## src/rtl/bounce_gen_pkg.sv

```systemverilog
// rtl/bounce_gen_pkg.sv - shared types, constants and helpers for the switch bounce emulator
package bounce_gen_pkg;

  localparam int LFSR_W  = 16;
  localparam int DWELL_W = 4;

  // Feedback taps at bits 15, 13, 12 and 10 of the shift register
  localparam logic [LFSR_W-1:0] LFSR_TAPS = 16'hB400;

  typedef enum logic [1:0] {
    IDLE   = 2'd0,
    PULSE  = 2'd1,
    GAP    = 2'd2,
    SETTLE = 2'd3
  } bg_state_e;

  // Feedback bit for a left-shifting Fibonacci LFSR
  function automatic logic lfsr_fb(input logic [LFSR_W-1:0] q);
    return ^(q & LFSR_TAPS);
  endfunction

  // Segment dwell from the low LFSR nibble; a zero nibble would give an empty segment, so it becomes 1
  function automatic logic [DWELL_W-1:0] dwell_of(input logic [DWELL_W-1:0] low);
    return (low == '0) ? DWELL_W'(1) : low;
  endfunction

endpackage

```

## src/rtl/bounce_gen_lfsr16.sv

```systemverilog
// rtl/bounce_gen_lfsr16.sv - free-running 16-bit Fibonacci LFSR with synchronous reload
module lfsr16
  import bounce_gen_pkg::*;
#(
  parameter logic [LFSR_W-1:0] SEED = 16'hACE1
) (
  input  logic              clk,
  input  logic              rst,
  output logic [LFSR_W-1:0] q
);

  // Shift left every cycle regardless of what the FSM is doing; reset reloads the seed
  always_ff @(posedge clk) begin
    if (rst) begin
      q <= SEED;
    end else begin
      q <= {q[LFSR_W-2:0], lfsr_fb(q)};
    end
  end

endmodule

```

## src/rtl/bounce_gen.sv

```systemverilog
// rtl/bounce_gen.sv - mechanical switch emulator driving a seeded bounce burst onto sw_o
module bounce_gen
  import bounce_gen_pkg::*;
#(
  parameter logic [LFSR_W-1:0] SEED       = 16'hACE1,
  parameter int                SETTLE_CYC = 32
) (
  input  logic       clk,
  input  logic       rst,
  input  logic       start_i,
  input  logic       level_i,
  input  logic [3:0] nbounce_i,
  output logic       sw_o,
  output logic       busy_o,
  output logic       done_o
);

  // Settle counter counts down to zero, so it is loaded with one less than the hold length
  localparam logic [7:0] SETTLE_LOAD = 8'(SETTLE_CYC - 1);

  bg_state_e          state;
  logic [LFSR_W-1:0]  lfsr_q;
  logic [DWELL_W-1:0] dwell_cnt;
  logic [DWELL_W-1:0] bounce_cnt;
  logic [7:0]         settle_cnt;
  logic               level_q;
  logic [DWELL_W-1:0] dwell_load;
  logic               lfsr_unused;

  lfsr16 #(
    .SEED(SEED)
  ) u_lfsr (
    .clk(clk),
    .rst(rst),
    .q  (lfsr_q)
  );

  // Dwell counter counts down to zero, so a segment of d cycles loads d-1
  assign dwell_load = dwell_of(lfsr_q[DWELL_W-1:0]) - DWELL_W'(1);

  // Upper LFSR bits only feed the shift register itself
  assign lfsr_unused = ^lfsr_q[LFSR_W-1:DWELL_W];

  // Sequence FSM: every output is set on the edge that enters the next segment
  always_ff @(posedge clk) begin
    if (rst) begin
      state      <= IDLE;
      sw_o       <= 1'b0;
      busy_o     <= 1'b0;
      done_o     <= 1'b0;
      dwell_cnt  <= '0;
      bounce_cnt <= '0;
      settle_cnt <= '0;
      level_q    <= 1'b0;
    end else begin
      done_o <= 1'b0;
      case (state)
        IDLE: begin
          if (start_i) begin
            if (level_i != sw_o) begin
              level_q <= level_i;
              busy_o  <= 1'b1;
              sw_o    <= level_i;
              if (nbounce_i != '0) begin
                bounce_cnt <= nbounce_i;
                dwell_cnt  <= dwell_load;
                state      <= PULSE;
              end else begin
                settle_cnt <= SETTLE_LOAD;
                state      <= SETTLE;
              end
            end else begin
              // Already at the requested level: acknowledge without a sequence
              done_o <= 1'b1;
            end
          end
        end

        PULSE: begin
          if (dwell_cnt == '0) begin
            sw_o      <= ~level_q;
            dwell_cnt <= dwell_load;
            state     <= GAP;
          end else begin
            dwell_cnt <= dwell_cnt - DWELL_W'(1);
          end
        end

        GAP: begin
          if (dwell_cnt == '0) begin
            sw_o       <= level_q;
            bounce_cnt <= bounce_cnt - DWELL_W'(1);
            if (bounce_cnt == DWELL_W'(1)) begin
              settle_cnt <= SETTLE_LOAD;
              state      <= SETTLE;
            end else begin
              dwell_cnt <= dwell_load;
              state     <= PULSE;
            end
          end else begin
            dwell_cnt <= dwell_cnt - DWELL_W'(1);
          end
        end

        SETTLE: begin
          if (settle_cnt == '0) begin
            busy_o <= 1'b0;
            done_o <= 1'b1;
            state  <= IDLE;
          end else begin
            settle_cnt <= settle_cnt - 8'd1;
          end
        end

        default: begin
          state <= IDLE;
        end
      endcase
    end
  end

endmodule

```

## config.mk

```make
export PLATFORM = sky130hd
export DESIGN_NAME = bounce_gen
export DESIGN_NICKNAME = d
export VERILOG_FILES = /design/src/rtl/bounce_gen_pkg.sv /design/src/rtl/bounce_gen_lfsr16.sv /design/src/rtl/bounce_gen.sv
export SDC_FILE = /design/constraint.sdc
export NUM_CORES = 1
export LEC_CHECK = 0
export ABC_CLOCK_PERIOD_IN_PS = 1900
export BUFFER_PORTS_ARGS = -buffer_cell sky130_fd_sc_hd__buf_2
export CORE_MARGIN = 8
export CORE_UTILIZATION = 40
export DETAILED_ROUTE_END_ITERATION = 16
export PLACE_DENSITY = 0.62
export RECOVER_POWER = 25
export SYNTH_ARGS = -nofsm -noshare
export SYNTH_HDL_FRONTEND = slang
export SYNTH_SLANG_ARGS = --single-unit
```

## constraint.sdc

```tcl
create_clock -name clk -period 1.9 [get_ports clk]
set_clock_uncertainty 0.1 [all_clocks]
set_input_delay 0.38 -clock clk [delete_from_list [all_inputs] [get_ports clk]]
set_output_delay 0.38 -clock clk [all_outputs]
set_load 0.005 [all_outputs]
```

After elaboration in Yosys (flattened, before gate mapping)
Index checks and enable logic that the tools add are counted.
{"block": "classes", "addsub": 4, "eq_ne": 15, "mux": 41, "n_bitwise": 1, "n_reduce_logical": 17}
{"cell": "$mux W8", "count": 6}
{"cell": "$mux W4", "count": 11}
{"cell": "$pmux W8 S3", "count": 1}
{"cell": "$reduce_and A5 Y1", "count": 4}
{"cell": "$ne A2 B2 Y1 const B", "count": 9}
{"cell": "$reduce_xor A16 Y1", "count": 1}
{"cell": "$mux W2", "count": 7}
{"cell": "$pmux W4 S3", "count": 1}
{"cell": "$sub A4 B1 Y4 const B", "count": 3}
{"cell": "$mux W1", "count": 10}
{"cell": "$logic_not A4 Y1", "count": 2}
{"cell": "$logic_not A8 Y1", "count": 1}
{"cell": "$pmux W2 S4", "count": 1}
{"cell": "$pmux W4 S2", "count": 1}
{"cell": "$sub A8 B1 Y8 const B", "count": 1}
{"cell": "$reduce_and A7 Y1", "count": 1}
{"cell": "$reduce_bool A3 Y1", "count": 2}
{"cell": "$eq A2 B2 Y1 const B", "count": 2}
{"cell": "$eq A4 B1 Y1 const B", "count": 1}
{"cell": "$pmux W1 S2", "count": 2}
{"cell": "$reduce_and A4 Y1", "count": 1}
{"cell": "$reduce_bool A2 Y1", "count": 2}
{"cell": "$reduce_bool A4 Y1", "count": 1}
{"cell": "$ne A3 B3 Y1 const B", "count": 1}
{"cell": "6 further kinds", "count": 6}
{"block": "word_totals", "regBits": 38, "in_bits": 8, "wordCells": 87}

Logic depth before layout (Yosys ltp)
{"block": "logic_depth", "depth_word": 7, "mapped_depth": 8, "mapped_depth_nobuf": 8}

Modules after synthesis
A second synthesis with hierarchy kept.
{"block": "hier_totals", "hier_cells": 212, "area_unflattened_um2": 1893.1}
{"module": "bounce_gen", "instances": 1, "cells_per_inst": 176, "area_each_um2": 1438.9, "seq_area_each_um2": 440.4}
{"module": "lfsr16", "instances": 1, "cells_per_inst": 36, "area_each_um2": 454.2, "seq_area_each_um2": 320.3}

Least setup slack after synthesis
No wires, ideal clock.
{"block": "synth_timing", "path_type": "flip-flop to flip-flop", "start": "reg dwell_cnt[0]", "end": "reg settle_cnt[6]", "arrival_time_ps": 1800, "t_required_ps": 1741, "path_slack_ps": -59, "path_stages_with_launch": 8, "path_buffers": 0, "synth_period_minus_slack_ps": 1959, "path_cell_list": "dfxtp_1 > inv_1 > ha_1 > or3b_4 > o41ai_4 > nand3_2 > o41ai_2 > a22o_1"}
{"block": "synth_via", "elab_chain_len": 3}
{"item": "from (decl)", "line_no": "bounce_gen.sv:23", "rtl": "logic [DWELL_W-1:0] dwell_cnt;"}
{"item": "from (signal assigned)", "line_no": "bounce_gen.sv:66", "rtl": "dwell_cnt <= dwell_load;"}
{"item": "from (signal assigned)", "line_no": "bounce_gen.sv:82", "rtl": "dwell_cnt <= dwell_load;"}
{"item": "from (signal assigned)", "line_no": "bounce_gen.sv:85", "rtl": "dwell_cnt <= dwell_cnt - DWELL_W'(1);"}
{"item": "$logic_not A4 Y1", "line_no": "bounce_gen.sv:90", "rtl": "if (dwell_cnt == '0) begin"}
{"item": "$ne A2 B2 Y1 (no line)"}
{"item": "$reduce_and A7 Y1 (no line)"}
{"item": "to (signal assigned)", "line_no": "bounce_gen.sv:111", "rtl": "settle_cnt <= settle_cnt - 8'd1;"}
{"item": "to (decl)", "line_no": "bounce_gen.sv:25", "rtl": "logic [7:0] settle_cnt;"}
No other way between the ends.
A chain may end at the register's enable or synchronous reset.

Worst setup path in the final report
{"block": "layout_timing", "start": "reg dwell_cnt[1]", "end": "reg settle_cnt[6]"}
The elaborated chain is that of the path after synthesis.

==> metrics.yaml <==
die_area_um2: 7360
first_iter_violations: 73
syn_inst: 220
crit_family: "compound AO/OA/AOI/OAI gates"
mostFrequentLayoutCell: "dfxtp_1"
firstDrtPassIters: 4
cts-root-buf: "clkbuf_8"
synthDistinctLibCells: 52
clk_pin_slew_ps: 80
report.final.setup_viol: 10
synthArstFlopShare_pct: 0
cp_max_fo: 5
antenna_found_initial: 0
p_leak_nw: 1.04
ios: 11
power_density_nw_per_um2: 1700
viasPerCell: 5.06
grt_usage_pct: 12.4
max_stage_delay_ps: 400
crit_path_end_kind: "register"
grt_max_degree: 23
fmax_mhz: 510
violations: "setup timing"
initial_core_util_pct: 41.3
synth_top_area_cell: "dfxtp_1"
avgSynthCellArea_um2: 8.86
fin_crit_ps: 1960
via_count: 1653
fin_setup_tns_ps: -317
required_ps: 2050
clk_path_buf_depth: 2
cp_slowest_cell: "or3b_4"
fin_area_um2: 2490
hold_violations: 0
path_cells: "inv_2 > ha_4 > or3b_4 > o41ai_4 > nand3_2 > o41ai_2 > a22o_1"
drt-total-wl_um: 4230
hp-class: "primary input to register"
overflow: 0
grt_pass1_wl_um: 7370
synth_edf_count: 0
cts_hold_buf: 0
core-area_um2: 4720
wl_per_cell_um: 12.9
ys_seq_area_share_pct: 39.0
cts_buffers: 5
place_area_um2: 2280
fin_nets: 277
cp-start-kind: "register"
status: "complete, but fails checks"
arrival_ps: 2110
finalCritPeriodShare_pct: 103
cts_tree: "built"
ys_ff_latch: 38
gp_congestion: 0.788
final_cell_mix: "dfxtp_1, buf_4, inv_1, nand2_1, a21oi_1"
critPathBufInv: 1
htree_levels: 2
synthTopCellsByArea: "dfxtp_1, ha_1, a21oi_1, inv_1, nand2_1"
worst-slew-pin-transition_ps: 879
peakVddDrop_mv: 0.847
clk_latency_ps: 300
slew_headroom_pct: 41.4
portBuffers: 10
cts.sinks: 38
die_y_um: 85.8
total_power_w: 0.00423
synth_fp_nets: 238
die-width_um: 85.8
syn2layout_area_growth_pct: 27.8
row_count: 25
yosysTopAreaCellShare_pct: 39.0
grt_setup_unrepaired: "yes"
r2r_start: "dwell_cnt[1]$_SDFFE_PP0P_"
drive_gt1_share_pct: 35.4
grt_pass1_vias: 1652
place_hpwl_um: 2970
drc_errors: 0
diodes: 0
synthFlopType: "dfxtp_1"
hold_start: "start_i"
netlist_area_um2: 1950
drv_slew: 0
maxCapViolCount: 0
ys_warn_count: 0
ant_nets: 0
timing.final.ws_setup_ps: -62.4
crit_type: "register to register"
crit_start: "dwell_cnt[1]$_SDFFE_PP0P_"
## power breakdown
part,switching [W],total [W],internal [W]
combinational,0.00117,0.00223,0.00107
sequential,0.000163,0.00116,0.000998
clock,0.000307,0.000833,0.000526
total,0.00164,0.00423,0.00259
## repair_timing
| action | 4_1_cts | 5_1_grt |
|---|---|---|
| resized for setup | 4 | 20 |
| pin swaps | 6 | 12 |
| setup buffers | 1 | 1 |
| setup endpoints to repair | 13 | 20 |
## worst reg2reg max path: cells and delay by family (launching register included)
kind / cells / cell delay [ps]
AND/OR/NAND/NOR: 2 / 600
flip-flops: 1 / 330
adder cells (fa/ha/maj): 1 / 120
AO/OA/AOI/OAI: 3 / 700
buffers and inverters: 1 / 70
## flip-flops by register name, summed over array words and instances, names as in the netlist, 2 cells and up
register and count:
state 2, settle_cnt 8, u_lfsr.q 16, bounce_cnt 4
dwell_cnt 4
## kinds of logic (layout without fill, tap and decap cells)
group                      count (synthesis)  count (layout)  share of synthesized area, %
and+or+nand+nor                           79              79                          23.2
AOI/OAI and AO/OA                         57              57                          21.7
DFF                                       38              38                          39.0
buffers and inverters                     27              67                          5.39
adders and majority gates                 10              10                          6.42
xor gates and xnor gates                   5               5                          2.25
muxes                                      4               4                          2.05
## layout make-up
class,instances,area (um^2)
clock inverters,3,68.8
multi-input cells,155,1160
repair buffers,41,279
well taps,67,83.8
inverters,18,67.6
fillers,443,2230
clock buffers,5,68.8
flip-flops and latches,38,767
## path summary, 6_finish.rpt
path	endpoint	depth (start not counted)	slack, ps
worst max-delay path	settle_cnt[6]$_SDFFE_PP0P_	7	-60
worst min-delay path	done_o$_SDFF_PP0_	3	310
worst max register to register	settle_cnt[6]$_SDFFE_PP0P_	7	-60
worst min register to register	u_lfsr.q[5]$_SDFF_PP1_	1	310
## cells in the mapped netlist (4+ instances only)
cell type	n
mux2i_1	4
nor3_1	8
nand2_1	16
or2_2	8
ha_1	10
o21ai_0	11
nor2_1	12
inv_1	18
dfxtp_1	38
a21oi_1	14
nor2b_1	9
clkbuf_1	8
nand3_1	5
## through the flow
stage | worst slack (ps) | hold slack, ps | cells | utilization (%)
after global routing | -149 | 319 | 327 | 52.7
after detailed placement | -166 | 297 | 317 | 48.2
final | -62.4 | 306 | 327 | 52.7
after global placement | -137 | 296 | 317 | 48.2
after CTS | -83.3 | 305 | 326 | 51.5
after floorplan | -44.8 | 289 | 220 | -
## layer usage
| layer | GRT usage (%) | vias up | routed length, um |
|---|---|---|---|
| met3 | 3.34 | 6 | 129 |
| met4 | 5.73 | 0 | 80 |
| met5 | 0 | - | 0 |
| li1 | - | 855 | - |
| met2 | 19.9 | 24 | 1930 |
| met1 | 15.2 | 768 | 2090 |
No activity file was read; power rests on OpenSTA's default activity.
